==> src/rtl/ldpc_enc_ctrl.sv <==
// rtl/ldpc_enc_ctrl.sv - LDPC encoder main FSM: data phase, accumulator drain, parity phase, buffer handoff.
// Optional block counter output ostat_blocks is enabled by defining LDPC_ENC_CTRL_STAT_EN.
module ldpc_enc_ctrl #(
    parameter int pDATA_SIZE  = 8,
    parameter int pBLOCK_SIZE = 12,
    parameter int pADDR_W     = 8
) (
    input  logic               iclk,
    input  logic               ireset,
    input  logic               iclkena,
    input  logic               ibuf_full,
    output logic               obuf_rempty,
    input  logic               iobuf_empty,
    output logic               oobuf_wfull,
    output logic               oaddr_clear,
    output logic               oaddr_enable,
    output logic [pADDR_W-1:0] oaddr,
    output logic               opar_mode,
    output logic               oacc_sop,
    output logic               oacc_val,
    output logic               oacc_eop,
    input  logic               iacc_busy,
    output logic               osop,
    output logic               oval,
    output logic               oeop,
`ifdef LDPC_ENC_CTRL_STAT_EN
    output logic [15:0]        ostat_blocks,
`endif
    output logic               obusy
);

    typedef enum logic [2:0] {
        S_RESET    = 3'd0,
        S_WAIT     = 3'd1,
        S_DSTEP    = 3'd2,
        S_WAIT_ACC = 3'd3,
        S_PSTEP    = 3'd4,
        S_DONE     = 3'd5
    } state_t;

    // done is raised one step early, so compare against limit-2
    localparam logic [pADDR_W-1:0] D_LAST2 = pADDR_W'(pDATA_SIZE - 2);
    localparam logic [pADDR_W-1:0] P_LAST2 = pADDR_W'(pBLOCK_SIZE - pDATA_SIZE - 2);

    state_t             state_q, state_d;
    logic [pADDR_W-1:0] cnt_q, cnt_d;
    logic               done_q, done_d;
    logic               zero_q, zero_d;

    logic clear_q, clear_d, enable_q, enable_d, par_q, par_d, rel_q, rel_d, busy_q, busy_d;
    logic asop_q, asop_d, aval_q, aval_d, aeop_q, aeop_d;
    logic sop_q, sop_d, val_q, val_d, eop_q, eop_d;
    logic [pADDR_W-1:0] addr_q;

    always_ff @(posedge iclk or posedge ireset) begin
        if (ireset) begin
            state_q  <= S_RESET;
            cnt_q    <= '0;
            done_q   <= 1'b0;
            zero_q   <= 1'b0;
            clear_q  <= 1'b0;
            enable_q <= 1'b0;
            par_q    <= 1'b0;
            rel_q    <= 1'b0;
            busy_q   <= 1'b0;
            asop_q   <= 1'b0;
            aval_q   <= 1'b0;
            aeop_q   <= 1'b0;
            sop_q    <= 1'b0;
            val_q    <= 1'b0;
            eop_q    <= 1'b0;
            addr_q   <= '0;
        end else if (iclkena) begin
            state_q  <= state_d;
            cnt_q    <= cnt_d;
            done_q   <= done_d;
            zero_q   <= zero_d;
            clear_q  <= clear_d;
            enable_q <= enable_d;
            par_q    <= par_d;
            rel_q    <= rel_d;
            busy_q   <= busy_d;
            asop_q   <= asop_d;
            aval_q   <= aval_d;
            aeop_q   <= aeop_d;
            sop_q    <= sop_d;
            val_q    <= val_d;
            eop_q    <= eop_d;
            addr_q   <= cnt_q;
        end
    end

    always_comb begin
        state_d = state_q;
        cnt_d   = cnt_q;
        done_d  = done_q;
        zero_d  = zero_q;
        case (state_q)
            S_RESET:    state_d = S_WAIT;
            S_WAIT:     if (ibuf_full && iobuf_empty) state_d = S_DSTEP;
            S_DSTEP:    if (done_q) state_d = S_WAIT_ACC;
            S_WAIT_ACC: if (!iacc_busy) state_d = S_PSTEP;
            S_PSTEP:    if (done_q) state_d = S_DONE;
            S_DONE:     state_d = S_WAIT;
            default:    state_d = S_RESET;
        endcase

        case (state_q)
            S_WAIT, S_WAIT_ACC: begin
                cnt_d  = '0;
                done_d = 1'b0;
                zero_d = 1'b1;
            end
            S_DSTEP: begin
                cnt_d  = cnt_q + 1'b1;
                zero_d = 1'b0;
                done_d = (cnt_q == D_LAST2);
            end
            S_PSTEP: begin
                cnt_d  = cnt_q + 1'b1;
                zero_d = 1'b0;
                done_d = (cnt_q == P_LAST2);
            end
            default: ;
        endcase

        // Control outputs follow the next state; strobes follow the current state
        clear_d  = (state_d == S_WAIT) || (state_d == S_WAIT_ACC);
        enable_d = (state_d == S_DSTEP) || (state_d == S_PSTEP);
        par_d    = (state_d == S_WAIT_ACC) || (state_d == S_PSTEP);
        rel_d    = (state_d == S_DONE);
        busy_d   = (state_d != S_WAIT);
        aval_d   = (state_q == S_DSTEP);
        asop_d   = (state_q == S_DSTEP) && zero_q;
        aeop_d   = (state_q == S_DSTEP) && done_q;
        val_d    = (state_q == S_DSTEP) || (state_q == S_PSTEP);
        sop_d    = (state_q == S_DSTEP) && zero_q;
        eop_d    = (state_q == S_PSTEP) && done_q;
    end

    assign oaddr_clear  = clear_q;
    assign oaddr_enable = enable_q;
    assign opar_mode    = par_q;
    assign obuf_rempty  = rel_q;
    assign oobuf_wfull  = rel_q;
    assign obusy        = busy_q;
    assign oacc_sop     = asop_q;
    assign oacc_val     = aval_q;
    assign oacc_eop     = aeop_q;
    assign osop         = sop_q;
    assign oval         = val_q;
    assign oeop         = eop_q;
    assign oaddr        = addr_q;

`ifdef LDPC_ENC_CTRL_STAT_EN
    logic [15:0] stat_q;

    always_ff @(posedge iclk or posedge ireset) begin
        if (ireset) begin
            stat_q <= '0;
        end else if (iclkena && (state_q == S_DONE) && (stat_q != 16'hFFFF)) begin
            stat_q <= stat_q + 16'd1;
        end
    end

    assign ostat_blocks = stat_q;
`endif

endmodule

==> config.mk <==
export PLATFORM = sky130hd
export DESIGN_NAME = ldpc_enc_ctrl
export DESIGN_NICKNAME = d
export VERILOG_FILES = /design/src/rtl/ldpc_enc_ctrl.sv
export SDC_FILE = /design/constraint.sdc
export NUM_CORES = 1
export LEC_CHECK = 0
export BUFFER_PORTS_ARGS = -buffer_cell sky130_fd_sc_hd__buf_2
export CAP_MARGIN = 0
export CORE_ASPECT_RATIO = 1.4
export CORE_MARGIN = 1
export CORE_UTILIZATION = 57
export CTS_CLUSTER_DIAMETER = 120
export DETAILED_ROUTE_END_ITERATION = 10
export PLACE_DENSITY = 0.81
export SYNTH_ARGS = -nofsm -noshare
export SYNTH_HDL_FRONTEND = slang
export SYNTH_SLANG_ARGS = --single-unit
export TNS_END_PERCENT = 100
==> constraint.sdc <==
create_clock -name iclk -period 4.1 [get_ports iclk]
set_clock_uncertainty 0.2 [all_clocks]
set_input_delay 0.205 -clock iclk [delete_from_list [all_inputs] [get_ports iclk]]
set_output_delay 0.205 -clock iclk [all_outputs]
set_load 0.01 [all_outputs]
-- Word-level counts from Yosys, hierarchy flattened
Cells that the tools add are included.
- register bits: 31
- output and inout bits: 20
- logic and storage cells: 53
- $add $sub $neg: 1
- equal/unequal tests: 13
- muxes and demuxes: 8
- reduce and logical (&&, ||, !) cells: 16
- operators by type and width (operator ; count):
    one-hot mux 8 bit (2 select lines) ; 1
    one-hot mux 3 bit (5 select lines) ; 1
    == test 3 x 2 -> 1 bit, second input constant ; 4
    == test 3 bit, second input constant ; 4
    two-way mux 3 bit ; 4
    adder 8 x 1 -> 8 bit, second input constant ; 1
    == test 8 x 2 -> 1 bit, second input constant ; 1
    == test 8 x 3 -> 1 bit, second input constant ; 1
    == test 3 x 1 -> 1 bit, second input constant ; 2
    OR reduction 2 bit ; 3
    logical AND 1 bit ; 4
    logical OR 1 bit ; 4
    AND reduction 2 bit ; 2
    logical NOT 3 bit ; 1
    inequality test 3 x 1 -> 1 bit, second input constant ; 1
    one-hot mux 1 bit (3 select lines) ; 1
    nonzero test 3 bit ; 1
    one-hot mux 1 bit (2 select lines) ; 1
    nonzero test 2 bit ; 1

-- Longest topological paths before layout
Gate-level depths: netlist of the first run.
- depth in word-level cells: 5
- depth in mapped cells: 6
- mapped depth without buffers: 5

-- Least setup slack after synthesis of the first run
No wires, ideal clock.
- kind: reg2reg
- from: register state_q[1]
- to: register cnt_q[7]
- setup time: 0.125 ns
- arrival time: 1.404 ns
- data required time: 3.775 ns
- path slack: 2.371 ns
- stages on the path, launching flop included: 6
- period minus slack after synthesis: 1.729 ns
- cells stage by stage: dfrtp_1 -> buf_6 -> o21a_4 -> nor4_4 -> nand3_1 -> mux2_4
- longest elaborated chain between the ends: 4
- elaborated cells between the ends (all ways): 9
- those cells by class: 4 x eq/ne; 1 x mux; 4 x reduce/logical
- ends and longest elaborated chain (element ; line ; text):
    start, declared ; 45 ; state_t state_q, state_d;
    start signal, assigned ; 74 ; state_q <= state_d;
    == test 3 x 2 -> 1 bit, or another cell as far along ; 108 ; case (state_q)
    OR reduction 2 bit, on equally long branches ; -- ;
    nonzero test 2 bit (no line) ; -- ;
    AND reduction 2 bit (no line) ; -- ;
    end signal, assigned ; 75 ; cnt_q <= cnt_d;
    end, declared ; 46 ; logic [pADDR_W-1:0] cnt_q, cnt_d;
Parallel ways exist; a longest one is shown, timed or not.
A chain may end at the register's enable or synchronous reset.

-- Worst setup path after layout of the first run
Same ends and word-level chain as after synthesis.

==> impl_metrics.json, run 1 <==
{
  "status": "completed",
  "nets": 186,
  "cts_buffers": 5,
  "globalplace.congestion": 0.851,
  "start_util_pct": 59.8,
  "p_comb_share_pct": 34.8,
  "hold_viol": 0,
  "netlist_area_sq_um": 1560,
  "min_from": "iacc_busy",
  "drive_gt1_share_pct": 25.8,
  "ys.warnings.count": 0,
  "grt_max_degree": 40,
  "worstPathCellList": "o21a_4 -> nor4_4 -> nand3_1 -> mux2_4",
  "ant_nets": 0,
  "p_per_area_nw_per_um2": 593,
  "avgViaCountPerCell": 5.63,
  "cts_tree": "yes",
  "synth_edf_count": 0,
  "fmax_mhz": 498,
  "path_clk_slew_ps": 100,
  "synth_seq_area_share_pct": 49.6,
  "dpl_worst_slack_ps": 2120,
  "antenna_found_initial": 0,
  "p_sw_share_pct": 39.9,
  "n_fill_cell": 213,
  "cellLeakagePower_nw": 0.854,
  "crit_type": "flop to flop",
  "ys.flop_type": "dfrtp_1",
  "die_h_um": 64.0,
  "cts_resized": 0,
  "fin_crit_ps": 2010,
  "synthTopCellsByCount": "dfrtp_1 (31), nor2_1 (16), o21ai_0 (12), inv_1 (11), nand2_1 (10)",
  "syn-num-nets": 164,
  "diodes": 0,
  "numClockSinks": 31,
  "clock_latency_ps": 340,
  "row_count": 22,
  "arrival_ps": 2040,
  "seqPwrFrac_pct": 47.7,
  "cts_buffer_depth": 2,
  "cts-root-buf": "clkbuf_4",
  "ys_ff_latch": 31,
  "grt_pass1_wl_um": 5360,
  "reg2regPathDepth": 4,
  "synth_most_common_cell": "dfrtp_1",
  "clockPowerShare_pct": 17.6,
  "reg2reg_from": "state_q[1]",
  "cap_violations": 0,
  "finalCritPeriodShare_pct": 48.9,
  "ys_types": 40,
  "synthTopCellsByArea": "dfrtp_1 (50%), mux2_2 (5.8%), o21ai_0 (3.8%)",
  "cp.required_ps": 4130,
  "holdCritPathClass": "primary input to flop",
  "coreArea_sq_um": 2620,
  "die-area_sq_um": 2960,
  "multiInputGateArea_sq_um": 678,
  "die_w_um": 46.3,
  "cts_hold_buf": 1,
  "num_vias": 1205,
  "synth_area_leader_cell": "dfrtp_1",
  "crit_fanout": 18,
  "syn_area_per_cell_sq_um": 10.0,
  "synth_top_area_share_pct": 49.6,
  "postCtsSetupBuffers": 0,
  "start_kind": "flop",
  "cp-end-kind": "flop",
  "holdPathEnd": "state_q[1]",
  "worstHoldPathCells": 4,
  "rsz0062_at_grt": "false",
  "synthToLayoutAreaGrowth_pct": 11.2,
  "finalSetupViolCount": 0,
  "grt_use_total_pct": 25.6,
  "tightest_slew_ps": 639,
  "final.setup.tns_ps": 0,
  "register_area_sq_um": 776,
  "pin_count": 26,
  "grt.overflow.total": 0,
  "synth-async-reset-ratio_pct": 100,
  "drt_iter0_markers": 28,
  "p_switching_mw": 0.412,
  "rrSetupSlack_ps": 2090,
  "first_pass_iters": 4,
  "grt_pass1_vias": 1209,
  "reg2reg_to": "cnt_q[7]",
  "ir_worst_vdd_v": 0.000372,
  "portBuffers": 25,
  "max_slew_margin_pct": 57.4,
  "drc_errors": 0,
  "dp_hpwl_um": 2110,
  "drt_wl_total_um": 3100,
  "syn_inst": 156,
  "p_int_mw": 0.620,
  "h-tree-depth": 2,
  "maxSlewViolCount": 0,
  "critPathMaxStageDelay_ps": 590,
  "wire_per_inst_um": 14.5,
  "setup_slack_ps": 2090,
  "crit_slowest_cell": "dfrtp_1"
}
-- cells by family (layout without fill, tap and decap cells) --
logic type	after synthesis	after routing	share of synthesized area [%]
and+or+nand+nor	52	52	17.8
muxes	11	11	8.00
adders and majority gates	2	2	1.60
DFF	31	31	49.6
buffers and inverters	23	45	7.04
xor gates and xnor gates	5	5	2.80
AOI/OAI and AO/OA	32	32	13.2
-- flip-flops by register name (all words and copies together) (netlist names) --
| signal | cells |
|---|---|
| oacc_val | 1 |
| opar_mode | 1 |
| oeop | 1 |
| oaddr | 8 |
| obusy | 1 |
| oacc_eop | 1 |
| obuf_rempty | 1 |
| osop | 1 |
| zero_q | 1 |
| oaddr_clear | 1 |
| oval | 1 |
| cnt_q | 8 |
| state_q | 3 |
| done_q | 1 |
| oaddr_enable | 1 |
-- power by group through the flow --
stage,clock [mW],sequential (mW),combinational (mW)
4_1_cts,0.185,0.489,0.361
3_3_place_gp,0,0.488,0.348
3_5_place_dp,0,0.496,0.357
6_report,0.181,0.492,0.358
5_1_grt,0.199,0.507,0.405
2_1_floorplan,0,0.451,0.314
-- per-layer routing --
layer / routed length [um] / global-route usage [%]
met5: 0 / 0
met4: 88 / 14.0
met3: 97 / 7.34
met2: 1610 / 38.6
met1: 1300 / 32.1
-- cell type report --
class	count	area share (%)
tap	36	2.59
timing repair buffer	27	8.20
multi-input combinational	102	39.0
clock buffer	6	2.95
sequential	31	44.6
inverter	11	2.37
clock inverter	1	0.288
-- layout by cell type (no fill, tap or decap), types with 2 or more instances in the layout --
master	n
nand3_1	5
nor2b_1	3
nand4_1	5
nor4_1	2
xnor2_1	3
inv_1	11
xor2_1	2
clkbuf_4	5
nor2_1	16
o22ai_1	2
nand2b_1	4
nand2_1	10
a31oi_1	2
buf_2	25
a22o_1	2
mux2i_1	2
dfrtp_1	31
a21oi_1	5
mux2_2	8
o21ai_1	2
o21ai_0	12
ha_1	2
-- critical path, delay by kind of cell, from the launching register on --
family,cells,cell delay [ps]
AND/OR/NAND/NOR,2,470
flip-flops,1,590
multiplexers,1,310
AO/OA/AOI/OAI,1,330
-- through the flow --
stage	hold slack [ps]	area [sq um]	power [mW]	utilization [%]	cells
after floorplan	109	1560	0.765	-	156
after CTS	110	1740	1.04	66.5	214
after global routing	159	1740	1.11	66.5	214
after detailed placement	104	1670	0.853	64.0	206
after global placement	93.3	1670	0.836	64.0	206
final	119	1740	1.03	66.5	214
-- worst max-delay path by stage --
stage / cells past startpoint / endpoint / slack [ps] / startpoint
2_1_floorplan: 5 / cnt_q[7] / 2370 / state_q[1]
3_3_place_gp: 5 / cnt_q[7] / 2180 / iclkena
3_5_place_dp: 4 / cnt_q[7] / 2120 / state_q[1]
4_1_cts: 4 / cnt_q[7] / 2110 / state_q[1]
5_1_grt: 4 / cnt_q[7] / 2040 / state_q[1]
6_report: 4 / cnt_q[7] / 2090 / state_q[1]
(Power assumes the default switching activity.)
==> inputs of run 2 (changes only) <==
CORE_UTILIZATION = 55   (was 57)
PLACE_DENSITY = 0.78   (was 0.81)
clock period = 1.9 ns   (was 4.1 ns; I/O delays follow)
==> impl_metrics.json, run 2 (synthesized netlist as in run 1, its figures left out) <==
{
  "status": "completed",
  "tightest_slew_ps": 381,
  "critPathMaxStageDelay_ps": 440,
  "ir_worst_vdd_v": 0.000840,
  "cp.required_ps": 1920,
  "grt_max_degree": 32,
  "max_slew_margin_pct": 74.2,
  "maxSlewViolCount": 0,
  "avgViaCountPerCell": 5.48,
  "first_pass_iters": 4,
  "dp_hpwl_um": 2240,
  "grt_pass1_wl_um": 5100,
  "fmax_mhz": 572,
  "p_int_mw": 1.54,
  "crit_slowest_cell": "dfrtp_1",
  "cap_violations": 0,
  "drive_gt1_share_pct": 28.7,
  "clock_latency_ps": 340,
  "numClockSinks": 31,
  "nets": 195,
  "fin_area_sq_um": 1840,
  "layout.core_utilization_pct": 69.0,
  "start_util_pct": 58.6,
  "hold_viol": 0,
  "synthToLayoutAreaGrowth_pct": 17.8,
  "cts_buffer_depth": 2,
  "portBuffers": 25,
  "cts-root-buf": "clkbuf_4",
  "die_h_um": 65.1,
  "globalplace.congestion": 0.897,
  "final.setup.tns_ps": 0,
  "grt_pass1_vias": 1191,
  "cp-end-kind": "flop",
  "diodes": 0,
  "cellLeakagePower_nw": 0.912,
  "die_w_um": 47.1,
  "arrival_ps": 1770,
  "p_per_area_nw_per_um2": 1320,
  "n_fill_cell": 232,
  "drc_errors": 0,
  "h-tree-depth": 2,
  "total_power_mw": 2.43,
  "final_common_cell": "dfrtp_1",
  "final_cell_mix": "dfrtp_1 (31), buf_2 (25), nor2_1 (16), o21ai_0 (12), inv_1 (11)",
  "wire_per_inst_um": 13.7,
  "cts_resized": 0,
  "row_count": 22,
  "coreArea_sq_um": 2670,
  "cts_tree": "yes",
  "p_switching_mw": 0.897,
  "ant_nets": 0,
  "holdCritPathClass": "primary input to flop",
  "num_vias": 1227,
  "die-area_sq_um": 3060,
  "grt.overflow.total": 0,
  "multiInputGateArea_sq_um": 678,
  "start_kind": "flop",
  "finalSetupViolCount": 0,
  "register_area_sq_um": 776,
  "path_clk_slew_ps": 100,
  "worstPathCellList": "o21a_4 -> nor4_4 -> nand3_1 -> mux2_4",
  "fin_crit_ps": 1750,
  "crit_fanout": 4,
  "clockPowerShare_pct": 22.0,
  "placed_area_sq_um": 1730,
  "rsz0062_at_grt": "false",
  "drt_iter0_markers": 23,
  "pin_count": 26,
  "p_comb_share_pct": 38.4,
  "antenna_found_initial": 0,
  "drt_wl_total_um": 3060,
  "cts_buffers": 5,
  "crit_type": "flop to flop",
  "p_sw_share_pct": 36.8,
  "grt_use_total_pct": 24.3,
  "finalCritPeriodShare_pct": 92.1,
  "seqPwrFrac_pct": 39.6
}
## run 2: cell count changes in the layout (fill, tap and decap cells not counted)
cell | before | now
bufinv_16 | 0 | 1
buf_4 | 1 | 8
dlygate4sd3_1 | 1 | 3
## run 2: path summary, 6_finish.rpt
| path | start | end | slack (ps) | cells past startpoint |
|---|---|---|---|---|
| min in group asynchronous | ireset | state_q[2] | 170 | 4 |
| min reg2reg | oaddr[1] | oaddr[1] | 310 | 1 |
| max | state_q[1] | cnt_q[7] | 150 | 4 |
| max in group asynchronous | ireset | oaddr_enable | 1040 | 4 |
| max reg2reg | state_q[1] | cnt_q[7] | 150 | 4 |
| min | iobuf_empty | oaddr_enable | 50 | 4 |
## run 2: area by class of cell
type / count / area share [%]
flip-flops and latches: 31 / 42.1
multi-input cells: 102 / 36.8
repair buffers: 36 / 11.7
clock buffers: 6 / 2.79
well taps: 36 / 2.45
inverters: 11 / 2.24
clock inverters: 2 / 1.90
## run 2: power by group through the flow
| stage | registers, mW | logic [mW] | clock network, mW |
|---|---|---|---|
| global route | 0.986 | 1.04 | 0.577 |
| detailed placement | 0.977 | 0.929 | 0 |
| floorplan | 0.974 | 0.678 | 0 |
| global placement | 0.963 | 0.912 | 0 |
| CTS | 0.962 | 0.941 | 0.552 |
| finish | 0.964 | 0.934 | 0.536 |
## run 2: metal layers
layer | wire (um) | track usage (%) | up-vias
li1 | - | - | 612
met2 | 1530 | 39.6 | 33
met3 | 138 | 7.42 | 9
met5 | 0 | 0 | -
met4 | 81 | 15.0 | 0
met1 | 1310 | 26.1 | 573
## run 2: per-stage QoR
step           instances  hold WS [ps]  setup WS [ps]
2_1_floorplan        156         -1.49            171
3_3_place_gp         213         -17.1            211
3_5_place_dp         213         -11.8            174
4_1_cts              224          41.5            155
5_1_grt              224          47.1           67.7
6_report             224          54.7            150
## run 2: what timing repair did
action / 4_1_cts / 5_1_grt
hold buffers: 3 / 0
setup buffers: 0 / 0
hold endpoints to repair: 35 / 0
## run 2: worst max-delay path, delay by kind of cell (launching register included)
kind	cells	cell delay [ps]
mux	1	310
compound gates	1	250
simple gates	2	440
flops	1	440
